==> src/rtl/bridge_arbiter.sv <==
// Round-robin arbiter that locks one of K sources onto the bridge input for BEATS accepted beats.
// Latency: data/valid/ready forwarded combinationally; one bubble cycle on a grant taken from IDLE.
// Backpressure: rdy_i reaches only the owner's req_rdy_o; a stall freezes the beat count and holds the grant.
module bridge_arbiter #(
    parameter int N     = 4,
    parameter int K     = 4,
    parameter int BEATS = 3
) (
    input  logic                 clk,
    input  logic                 rst_n,
    input  logic [K-1:0]         req_vld_i,
    input  logic [K*N-1:0]       req_din,
    output logic [K-1:0]         req_rdy_o,
    output logic                 vld_o,
    output logic [N-1:0]         dout,
    input  logic                 rdy_i,
    output logic [$clog2(K)-1:0] gnt_id_o,
    output logic                 busy_o
);

    localparam int IW = $clog2(K);
    localparam int CW = (BEATS > 1) ? $clog2(BEATS) : 1;

    typedef enum logic {IDLE, GRANT} state_t;

    state_t          state, state_nxt;
    logic [IW-1:0]   gnt, gnt_nxt;
    logic [IW-1:0]   last, last_nxt;
    logic [CW-1:0]   cnt, cnt_nxt;
    logic [IW:0]     pick_idle, pick_last;
    logic [N-1:0]    sel_dat;
    logic            beat;

    // Returns {found, index} of the first requester after ptr, wrapping modulo K.
    // The loop runs from the farthest offset down so the nearest requester wins.
    function automatic logic [IW:0] rr_pick(input logic [K-1:0] req, input logic [IW-1:0] ptr);
        logic [IW:0] res;
        int          idx;
        res = '0;
        for (int off = K; off >= 1; off--) begin
            idx = (int'(ptr) + off) % K;
            if (req[IW'(idx)]) begin
                res = {1'b1, IW'(idx)};
            end
        end
        return res;
    endfunction

    assign pick_idle = rr_pick(req_vld_i, last);
    assign pick_last = rr_pick(req_vld_i, gnt);

    always_comb begin
        sel_dat = '0;
        for (int i = 0; i < K; i++) begin
            if (gnt == IW'(i)) begin
                sel_dat = req_din[i*N +: N];
            end
        end
    end

    always_ff @(posedge clk or negedge rst_n) begin
        if (!rst_n) begin
            state <= IDLE;
            gnt   <= '0;
            last  <= IW'(K - 1);
            cnt   <= '0;
        end else begin
            state <= state_nxt;
            gnt   <= gnt_nxt;
            last  <= last_nxt;
            cnt   <= cnt_nxt;
        end
    end

    always_comb begin
        state_nxt = state;
        gnt_nxt   = gnt;
        last_nxt  = last;
        cnt_nxt   = cnt;
        vld_o     = 1'b0;
        dout      = '0;
        req_rdy_o = '0;
        busy_o    = 1'b0;
        gnt_id_o  = '0;
        beat      = 1'b0;
        case (state)
            IDLE: begin
                if (pick_idle[IW]) begin
                    gnt_nxt   = pick_idle[IW-1:0];
                    cnt_nxt   = '0;
                    state_nxt = GRANT;
                end
            end
            GRANT: begin
                vld_o          = req_vld_i[gnt];
                dout           = sel_dat;
                req_rdy_o[gnt] = rdy_i;
                busy_o         = 1'b1;
                gnt_id_o       = gnt;
                beat           = req_vld_i[gnt] && rdy_i;
                if (beat) begin
                    if (cnt == CW'(BEATS - 1)) begin
                        // Burst complete: the pointer advances past the owner before re-picking.
                        last_nxt = gnt;
                        if (pick_last[IW]) begin
                            gnt_nxt = pick_last[IW-1:0];
                            cnt_nxt = '0;
                        end else begin
                            state_nxt = IDLE;
                        end
                    end else begin
                        cnt_nxt = cnt + CW'(1);
                    end
                end
            end
            default: state_nxt = IDLE;
        endcase
    end

endmodule

==> config.mk <==
export PLATFORM = sky130hd
export DESIGN_NAME = bridge_arbiter
export DESIGN_NICKNAME = d
export VERILOG_FILES = /design/src/rtl/bridge_arbiter.sv
export SDC_FILE = /design/constraint.sdc
export NUM_CORES = 1
export LEC_CHECK = 0
export CAP_MARGIN = 20
export CORE_UTILIZATION = 38
export DETAILED_ROUTE_END_ITERATION = 10
export PLACE_DENSITY = 0.75
export SETUP_SLACK_MARGIN = 0.05
export SYNTH_ARGS = -nofsm -noshare
export SYNTH_HDL_FRONTEND = slang
export SYNTH_SLANG_ARGS = --single-unit
==> constraint.sdc <==
create_clock -name clk -period 1.9 [get_ports clk]
set_input_delay 0.285 -clock clk [delete_from_list [all_inputs] [get_ports clk]]
set_output_delay 0.285 -clock clk [all_outputs]
set_load 0.005 [all_outputs]
==> impl_metrics.prom, run 1 <==
# TYPE chip_impl_metric gauge
chip_impl_info{name="outcome",value="finished with violations"} 1
chip_impl_info{name="failed_checks",value="setup timing"} 1
chip_impl_info{name="crit_start",value="gnt[0]"} 1
chip_impl_metric{name="mappedNetlistArea",unit="um2"} 842.1
chip_impl_metric{name="area_growth_syn_to_layout",unit="%"} 92.87
chip_impl_metric{name="number_of_antenna_violations_at_the_first_check_in_global_routing",unit=""} 0
chip_impl_metric{name="num_cts_buffers",unit=""} 3
chip_impl_metric{name="grt.overflow.total",unit=""} 0
chip_impl_info{name="crit_path_end_kind",value="output pin"} 1
chip_impl_metric{name="ant_nets",unit=""} 0
chip_impl_metric{name="power_frac_seq",unit="%"} 12.3
chip_impl_metric{name="hold_viol",unit=""} 0
chip_impl_info{name="cts_tree",value="built"} 1
chip_impl_info{name="critical-path-top-cell-by-count",value="buf_6"} 1
chip_impl_metric{name="grt_start_max_net_pins",unit=""} 11
chip_impl_info{name="timing.rr.start",value="gnt[0]"} 1
chip_impl_info{name="clock-root-buffer",value="clkbuf_4"} 1
chip_impl_info{name="critPathKind",value="reg2out"} 1
chip_impl_metric{name="cellInternalPower",unit="W"} 0.001410
chip_impl_info{name="critPathTopFamily",value="simple AND/OR/NAND/NOR gates"} 1
chip_impl_metric{name="floorplan.die_area",unit="um2"} 2408
chip_impl_metric{name="skew",unit="ps"} 3.627
chip_impl_metric{name="total_number_of_yosys_warnings",unit=""} 0
chip_impl_metric{name="initial_cell_density_of_the_core",unit="%"} 41.65
chip_impl_metric{name="critical_path_peak_fanout",unit=""} 4
chip_impl_metric{name="post-place-ws",unit="ps"} -297.4
chip_impl_metric{name="ys_types",unit=""} 44
chip_impl_metric{name="via_count_of_the_first_global_routing_pass",unit=""} 1126
chip_impl_metric{name="numClockSinks",unit=""} 7
chip_impl_metric{name="nFillCells",unit=""} 116
chip_impl_metric{name="via_count_normalized_by_instance_count",unit=""} 5.691
chip_impl_metric{name="clock_tree.htree_level_count",unit=""} 1
chip_impl_metric{name="core-area",unit="um2"} 2022
chip_impl_info{name="unrepaired_setup_endpoints_after_global_routing",value="true"} 1
chip_impl_metric{name="share_of_power_burned_in_the_clock_network",unit="%"} 5.4
chip_impl_metric{name="clock_insertion_delay_worst_skew",unit="ps"} 250
chip_impl_metric{name="wl",unit="um"} 3455
chip_impl_metric{name="gr-usage-all-layers",unit="%"} 28.21
chip_impl_metric{name="wire_length_of_the_first_global_routing_pass",unit="um"} 5195
chip_impl_metric{name="achievable-frequency",unit="MHz"} 458.0
chip_impl_metric{name="die-width",unit="um"} 49.08
chip_impl_metric{name="post-route-worst-setup-slack",unit="ps"} -283.3
chip_impl_metric{name="finalMaxSlewViolations",unit=""} 0
chip_impl_metric{name="worst_ep_required_time",unit="ps"} 1620
chip_impl_metric{name="post-place-cells",unit=""} 176
chip_impl_metric{name="number_of_max_cap_violations",unit=""} 0
chip_impl_info{name="cp_slowest_cell",value="dfrtp_2"} 1
chip_impl_metric{name="worst_ep_arrival_time",unit="ps"} 1900
chip_impl_metric{name="netSwitchingFraction",unit="%"} 40.68
chip_impl_metric{name="routedWlPerCell",unit="um"} 17.81
chip_impl_metric{name="fin_cells",unit=""} 194
chip_impl_metric{name="net-switching-power",unit="W"} 0.0009674
chip_impl_metric{name="drt_first_iter_violations",unit=""} 22
chip_impl_metric{name="detailedPlacementHpwl",unit="um"} 1963
chip_impl_metric{name="dieHeight",unit="um"} 49.08
chip_impl_metric{name="timing.final.crit_period",unit="ps"} 2183
chip_impl_metric{name="seq_area_frac_synth",unit="%"} 21.10
chip_impl_metric{name="detail_route.drc_violations",unit=""} 0
chip_impl_metric{name="cts.reportedPaths.clkPinSlew",unit="ps"} 50
chip_impl_metric{name="num-nets-final",unit=""} 195
chip_impl_metric{name="report.final.setup_viol",unit=""} 6
chip_impl_metric{name="finalWeightedCongestion",unit=""} 0.8570
chip_impl_metric{name="syn-num-nets",unit=""} 129
chip_impl_info{name="cp-start-kind",value="flop"} 1
chip_impl_info{name="timing.critical_path.cells",value="buf_6, ha_4, nor2b_4, buf_6, a221oi_4, nor3_2, a21oi_2, nor2_1, buf_2"} 1
chip_impl_metric{name="worst_path_largest_cell_delay",unit="ps"} 440
chip_impl_metric{name="power.static_leakage",unit="nW"} 0.7046
chip_impl_metric{name="fin_crit_sh",unit="%"} 114.9
chip_impl_metric{name="floorplan.rows",unit=""} 16
chip_impl_metric{name="synthCells",unit=""} 102
chip_impl_metric{name="post_route_cells_drive_above_1_share",unit="%"} 46.71
chip_impl_metric{name="design.portCount",unit=""} 35
chip_impl_metric{name="detailedRoute.firstPassIterationCount",unit=""} 4
chip_impl_metric{name="total_power_divided_by_cell_area",unit="nW/um2"} 1464
chip_impl_metric{name="clk_path_buf_depth",unit=""} 2
chip_impl_metric{name="timing.max_slew.rel_slack",unit="%"} 61.94
chip_impl_metric{name="via_count",unit=""} 1104
chip_impl_metric{name="worst-slew-pin-transition",unit="ps"} 565.7
chip_impl_metric{name="ys_ff_latch",unit=""} 7
chip_impl_metric{name="buffers_plus_inverters_on_the_worst_setup_path",unit=""} 3
chip_impl_metric{name="pwr-share-comb",unit="%"} 82.3
chip_impl_metric{name="max_ir_drop_vdd",unit="mV"} 1.103
chip_impl_info{name="holdCritPathClass",value="in2async"} 1
chip_impl_metric{name="antenna-diode-count",unit=""} 0
chip_impl_metric{name="buffer_ports.inserted",unit=""} 34
chip_impl_metric{name="post_synth.cell_area_avg",unit="um2"} 8.255
logic make-up after synthesis:
| kind of cell | Yosys count | synth area share [%] |
|---|---|---|
| flip-flops | 7 | 21.10 |
| AND/OR/NAND/NOR | 40 | 27.34 |
| AO/OA/AOI/OAI | 29 | 23.92 |
| buffers and inverters | 14 | 9.657 |
| multiplexers | 8 | 12.03 |
| adder cells (fa/ha/maj) | 4 | 5.944 |
final timing paths:
check,end,slack (ps),cells past startpoint
min in group clk,last[0],530,2
max,dout[0],-280,9
max reg2reg,gnt[0],-90,7
max in group asynchronous,last[0],1330,1
min,cnt[0],290,1
min reg2reg,last[0],530,2
layer usage:
layer	GRT usage [%]	part of all wire (%)
met3	5.919	7.7
met5	0	0
met2	53.20	50
met1	30.40	38
met4	9.804	4.2
per-stage QoR:
step                instance area, um2  hold WS [ps]  TNS (ps)  total power [W]  util [%]
global placement                  1315         494.3     -1696         0.001551     65.04
global route                      1624         302.4     -1536         0.002540     80.32
floorplan                        844.6        -10.59         0         0.001002         -
detailed placement                1315         516.9     -2185         0.001596     65.04
finish                            1624         287.1    -925.7         0.002378     80.32
CTS                               1567         287.9    -779.1         0.002146     77.48
layout make-up:
type                    count  area, um2  share of cell area (%)
well taps                  27      33.78                   2.080
clock buffers               4      26.28                   1.618
flip-flops and latches      7      180.2                   11.09
repair buffers             69      618.1                   38.06
multi-input cells          81      740.7                   45.61
inverters                   6      25.02                   1.541
cell usage in the layout (no fill, tap or decap), types with 4 or more instances in the layout:
cell type        netlist  layout
o21ai_0                5       4
buf_4                  1      26
buf_2                  1       4
nor2b_1                5       4
nand2_1                5       5
ha_4                   0       4
buf_6                  3       8
a21oi_1                9       7
nor2_1                 9       8
dlygate4sd2_1          0       4
clkdlybuf4s50_1        0      23
worst register-to-register path, cell delays in order, from the launching register on:
cell and delay, ps:
dfrtp_2 420, buf_6 130, mux4_2 520, buf_6 140, a21oi_4 190, nor4_4 80, o21ai_2 90, mux2_4 310
synthesized netlist by cell type:
cell | number | share of area, %
a21oi_1 | 9 | 5.3
nor2_1 | 9 | 4.0
dfrtp_1 | 5 | 15
inv_1 | 5 | 2.2
nand2_1 | 5 | 2.2
nor2b_1 | 5 | 3.7
o21ai_0 | 5 | 3.0
and3_1 | 4 | 3.0
ha_1 | 4 | 5.9
nor3_1 | 4 | 2.4
a221oi_1 | 3 | 3.1
buf_6 | 3 | 4.0
mux2_2 | 3 | 4.0
mux2i_1 | 3 | 3.6
clkbuf_1 | 2 | 0.89
dfstp_2 | 2 | 6.2
nand3b_1 | 2 | 1.8
nor4_1 | 2 | 1.5
or2_1 | 2 | 1.5
a21o_2 | 1 | 1.0
a21oi_2 | 1 | 1.0
a221o_1 | 1 | 1.2
a22o_1 | 1 | 1.0
a311oi_1 | 1 | 1.0
and2_1 | 1 | 0.74
and2_2 | 1 | 0.89
and2b_2 | 1 | 1.0
and4bb_2 | 1 | 1.5
buf_2 | 1 | 0.59
buf_4 | 1 | 0.89
clkbuf_2 | 1 | 0.59
inv_2 | 1 | 0.45
mux2_4 | 1 | 1.8
mux4_2 | 1 | 2.7
nand4_1 | 1 | 0.74
nor3b_1 | 1 | 0.89
nor4_2 | 1 | 1.5
o211ai_1 | 1 | 0.89
o21ai_2 | 1 | 1.0
o22ai_1 | 1 | 0.74
o2bb2ai_1 | 1 | 1.0
o31a_1 | 1 | 1.0
o31a_2 | 1 | 1.2
o32a_1 | 1 | 1.2
power by group through the flow:
stage / clock network, W / registers [W] / logic, W
floorplan: 0 / 0.000270 / 0.000732
global placement: 0 / 0.000277 / 0.00127
detailed placement: 0 / 0.000283 / 0.00131
CTS: 0.000135 / 0.000292 / 0.00172
global route: 0.000145 / 0.000302 / 0.00209
finish: 0.000129 / 0.000292 / 0.00196
sequential cells by signal (all words and copies together), names as in the netlist:
signal and flops:
gnt 2, last 2, cnt 2, state 1
what timing repair did:
action	CTS	global route
hold buffers	0	0
cloned	0	0
pin swaps	19	8
buffers inserted	16	0
gates resized for setup	55	14
endpoints found under the setup margin	13	12
endpoints found under the hold margin	0	0
(Power assumes the default switching activity.)
==> run 2: changes to the inputs <==
--- a/config.mk
+++ b/config.mk
@@ -6,9 +6,11 @@
 export NUM_CORES = 1
 export LEC_CHECK = 0
 export CAP_MARGIN = 20
-export CORE_UTILIZATION = 38
+export CELL_PAD_IN_SITES_DETAIL_PLACEMENT = 1
+export CELL_PAD_IN_SITES_GLOBAL_PLACEMENT = 1
+export CORE_UTILIZATION = 27
 export DETAILED_ROUTE_END_ITERATION = 10
-export PLACE_DENSITY = 0.75
+export PLACE_DENSITY_LB_ADDON = 0.1
 export SETUP_SLACK_MARGIN = 0.05
 export SYNTH_ARGS = -nofsm -noshare
 export SYNTH_HDL_FRONTEND = slang
==> run 2 against run 1 <==
The run ends with DRC, setup timing left. Routed wire length is 5.6% lower. Non-clock buffer count is 3 higher. Worst setup slack better by 110 ps. Clock-buffer cell count stayed put. Critical path depth is 1 lower. First-iteration DRC count is 18% higher. Die area is 39% higher. Highest routed layer is now met3. Register-to-register slack worse by 70 ps. Critical endpoint is now dout[2]. Fmax is 5.4% higher. Via count is 7.2% lower. Final area is 0.62% lower.
==> impl_metrics.prom, run 2 (synthesized netlist as in run 1, its figures left out) <==
# TYPE chip_impl_metric gauge
chip_impl_metric{name="detailedPlacementHpwl",unit="um"} 2183
chip_impl_info{name="globalRoute.busiestLayer",value="met2"} 1
chip_impl_metric{name="routedWlPerCell",unit="um"} 16.23
chip_impl_metric{name="clock_tree.htree_level_count",unit=""} 1
chip_impl_metric{name="achievable-frequency",unit="MHz"} 482.7
chip_impl_metric{name="skew",unit="ps"} 5.427
chip_impl_metric{name="tns",unit="ps"} -1100
chip_impl_metric{name="num-nets-final",unit=""} 198
chip_impl_metric{name="ff2ff_setup_slack",unit="ps"} -160
chip_impl_metric{name="post_route_cells_drive_above_1_share",unit="%"} 46.47
chip_impl_info{name="rr_endpoint",value="gnt[1]"} 1
chip_impl_metric{name="floorplan.die_area",unit="um2"} 3346
chip_impl_metric{name="wire_length_of_the_first_global_routing_pass",unit="um"} 5016
chip_impl_info{name="critPathKind",value="reg2out"} 1
chip_impl_metric{name="post-place-ws",unit="ps"} -346.2
chip_impl_metric{name="via_count_of_the_first_global_routing_pass",unit=""} 1073
chip_impl_metric{name="cts.reportedPaths.clkPinSlew",unit="ps"} 50
chip_impl_metric{name="num_cts_buffers",unit=""} 3
chip_impl_metric{name="worst_ep_arrival_time",unit="ps"} 1790
chip_impl_metric{name="area_growth_syn_to_layout",unit="%"} 91.68
chip_impl_info{name="failed_checks",value="DRC, setup timing"} 1
chip_impl_metric{name="fin_crit_sh",unit="%"} 109.0
chip_impl_metric{name="worst_ep_required_time",unit="ps"} 1620
chip_impl_metric{name="antenna-diode-count",unit=""} 0
chip_impl_metric{name="finalMaxSlewViolations",unit=""} 0
chip_impl_metric{name="die-width",unit="um"} 57.85
chip_impl_info{name="biggestRegsByFlops",value="cnt: 2 flops, gnt: 2 flops, last: 2 flops"} 1
chip_impl_metric{name="grt_start_max_net_pins",unit=""} 12
chip_impl_info{name="cp-start-kind",value="flop"} 1
chip_impl_metric{name="buffers_plus_inverters_on_the_worst_setup_path",unit=""} 3
chip_impl_info{name="unrepaired_setup_endpoints_after_global_routing",value="true"} 1
chip_impl_metric{name="gr-usage-all-layers",unit="%"} 19.21
chip_impl_metric{name="ant_nets",unit=""} 0
chip_impl_info{name="cts_tree",value="built"} 1
chip_impl_metric{name="initial_cell_density_of_the_core",unit="%"} 29.52
chip_impl_metric{name="via_count_normalized_by_instance_count",unit=""} 5.100
chip_impl_metric{name="via_count",unit=""} 1025
chip_impl_metric{name="timing.max_slew.rel_slack",unit="%"} 60.28
chip_impl_metric{name="timing.final.crit_period",unit="ps"} 2072
chip_impl_info{name="crit_path_end_kind",value="output pin"} 1
chip_impl_metric{name="dieHeight",unit="um"} 57.85
chip_impl_metric{name="grt.overflow.total",unit=""} 0
chip_impl_metric{name="number_of_max_cap_violations",unit=""} 0
chip_impl_metric{name="buffer_ports.inserted",unit=""} 34
chip_impl_metric{name="hold_viol",unit=""} 0
chip_impl_metric{name="number_of_antenna_violations_at_the_first_check_in_global_routing",unit=""} 0
chip_impl_info{name="layout.cells.most_common",value="buf_4"} 1
chip_impl_metric{name="critical_path_peak_fanout",unit=""} 5
chip_impl_metric{name="post-route-worst-setup-slack",unit="ps"} -171.6
chip_impl_metric{name="clock_insertion_delay_worst_skew",unit="ps"} 250
chip_impl_metric{name="wl",unit="um"} 3263
chip_impl_info{name="holdCritPathClass",value="in2async"} 1
chip_impl_metric{name="max_ir_drop_vdd",unit="mV"} 0.7653
chip_impl_info{name="timing.rr.start",value="gnt[1]"} 1
chip_impl_info{name="outcome",value="finished with violations"} 1
chip_impl_metric{name="report.final.setup_viol",unit=""} 10
chip_impl_metric{name="post-place-cells",unit=""} 180
chip_impl_metric{name="grtUsageMet1",unit="%"} 22.31
chip_impl_info{name="critical-path-top-cell-by-count",value="buf_6"} 1
chip_impl_info{name="cp_slowest_cell",value="dfrtp_2"} 1
chip_impl_info{name="timing.critical_path.cells",value="buf_6, ha_4, buf_6, a221oi_4, nor3_2, a21oi_1, nor2_1, buf_2"} 1
chip_impl_metric{name="fin_cells",unit=""} 201
chip_impl_metric{name="core-area",unit="um2"} 2853
chip_impl_metric{name="floorplan.rows",unit=""} 19
chip_impl_metric{name="numClockSinks",unit=""} 7
chip_impl_metric{name="global_routing_usage_on_met2",unit="%"} 37.27
chip_impl_metric{name="finalWeightedCongestion",unit=""} 0.7406
chip_impl_info{name="final_cell_mix",value="31 x buf_4, 24 x clkdlybuf4s50_1, 9 x nor2_1, 7 x a21oi_1, 7 x buf_6"} 1
chip_impl_info{name="clock-root-buffer",value="clkbuf_4"} 1
chip_impl_metric{name="worst-r2r-cell-count",unit=""} 9
chip_impl_metric{name="gr-usage-met3",unit="%"} 3.571
chip_impl_metric{name="detail_route.drc_violations",unit=""} 5
chip_impl_metric{name="worst-slew-pin-transition",unit="ps"} 590.3
chip_impl_metric{name="drt_first_iter_violations",unit=""} 26
chip_impl_metric{name="worst_path_largest_cell_delay",unit="ps"} 440
chip_impl_metric{name="power.static_leakage",unit="nW"} 0.7024
chip_impl_metric{name="detailedRoute.firstPassIterationCount",unit=""} 7
chip_impl_info{name="critPathTopFamily",value="flip-flops"} 1
chip_impl_metric{name="clk_path_buf_depth",unit=""} 2
chip_impl_metric{name="post-layout-total-power",unit="W"} 0.002278
chip_impl_metric{name="total_power_divided_by_cell_area",unit="nW/um2"} 1412
chip_impl_metric{name="design.portCount",unit=""} 35
-- run 2: cell type report --
class	count	area (um2)
inverter	6	25.02
multi-input combinational	81	723.2
fill	341	1239
tap	31	38.79
sequential	7	178.9
timing repair buffer	72	621.8
clock buffer	4	26.28
-- run 2: stage by stage --
| step | util, % | hold WS (ps) | area (um2) |
|---|---|---|---|
| after floorplan | - | -10.59 | 844.6 |
| after global placement | 46.27 | 491.4 | 1320 |
| after detailed placement | 46.27 | 531.5 | 1320 |
| after CTS | 52.81 | 288.8 | 1506 |
| after global routing | 56.58 | 301.3 | 1614 |
| final | 56.58 | 287.1 | 1614 |
-- run 2: power by group --
group / switching, W / total, W / internal [W]
registers: 0.0000635 / 0.000287 / 0.000223
clock network: 0.0000506 / 0.000130 / 0.0000798
logic: 0.000782 / 0.00186 / 0.00108
-- run 2: routing by layer --
metal	up-vias	share of wire (%)
met3	0	4.3
met5	-	0
li1	510	-
met1	490	42
met4	0	0
met2	25	54
-- run 2: how the worst max path moves through the flow --
| stage | startpoint | end | slack (ps) | cells past startpoint |
|---|---|---|---|---|
| floorplan | gnt[0] | gnt[0] | 60 | 6 |
| global placement | gnt[0] | dout[0] | -310 | 8 |
| detailed placement | gnt[0] | dout[2] | -350 | 8 |
| CTS | gnt[0] | dout[2] | -180 | 8 |
| global route | gnt[0] | dout[3] | -280 | 9 |
| finish | gnt[0] | dout[2] | -170 | 8 |
-- run 2: repair_timing --
item | CTS | global route
endpoints found under the hold margin | 0 | 0
pin swaps | 14 | 9
buffers inserted | 14 | 4
endpoints found under the setup margin | 13 | 11
gates resized for setup | 46 | 17
hold buffers | 0 | 0
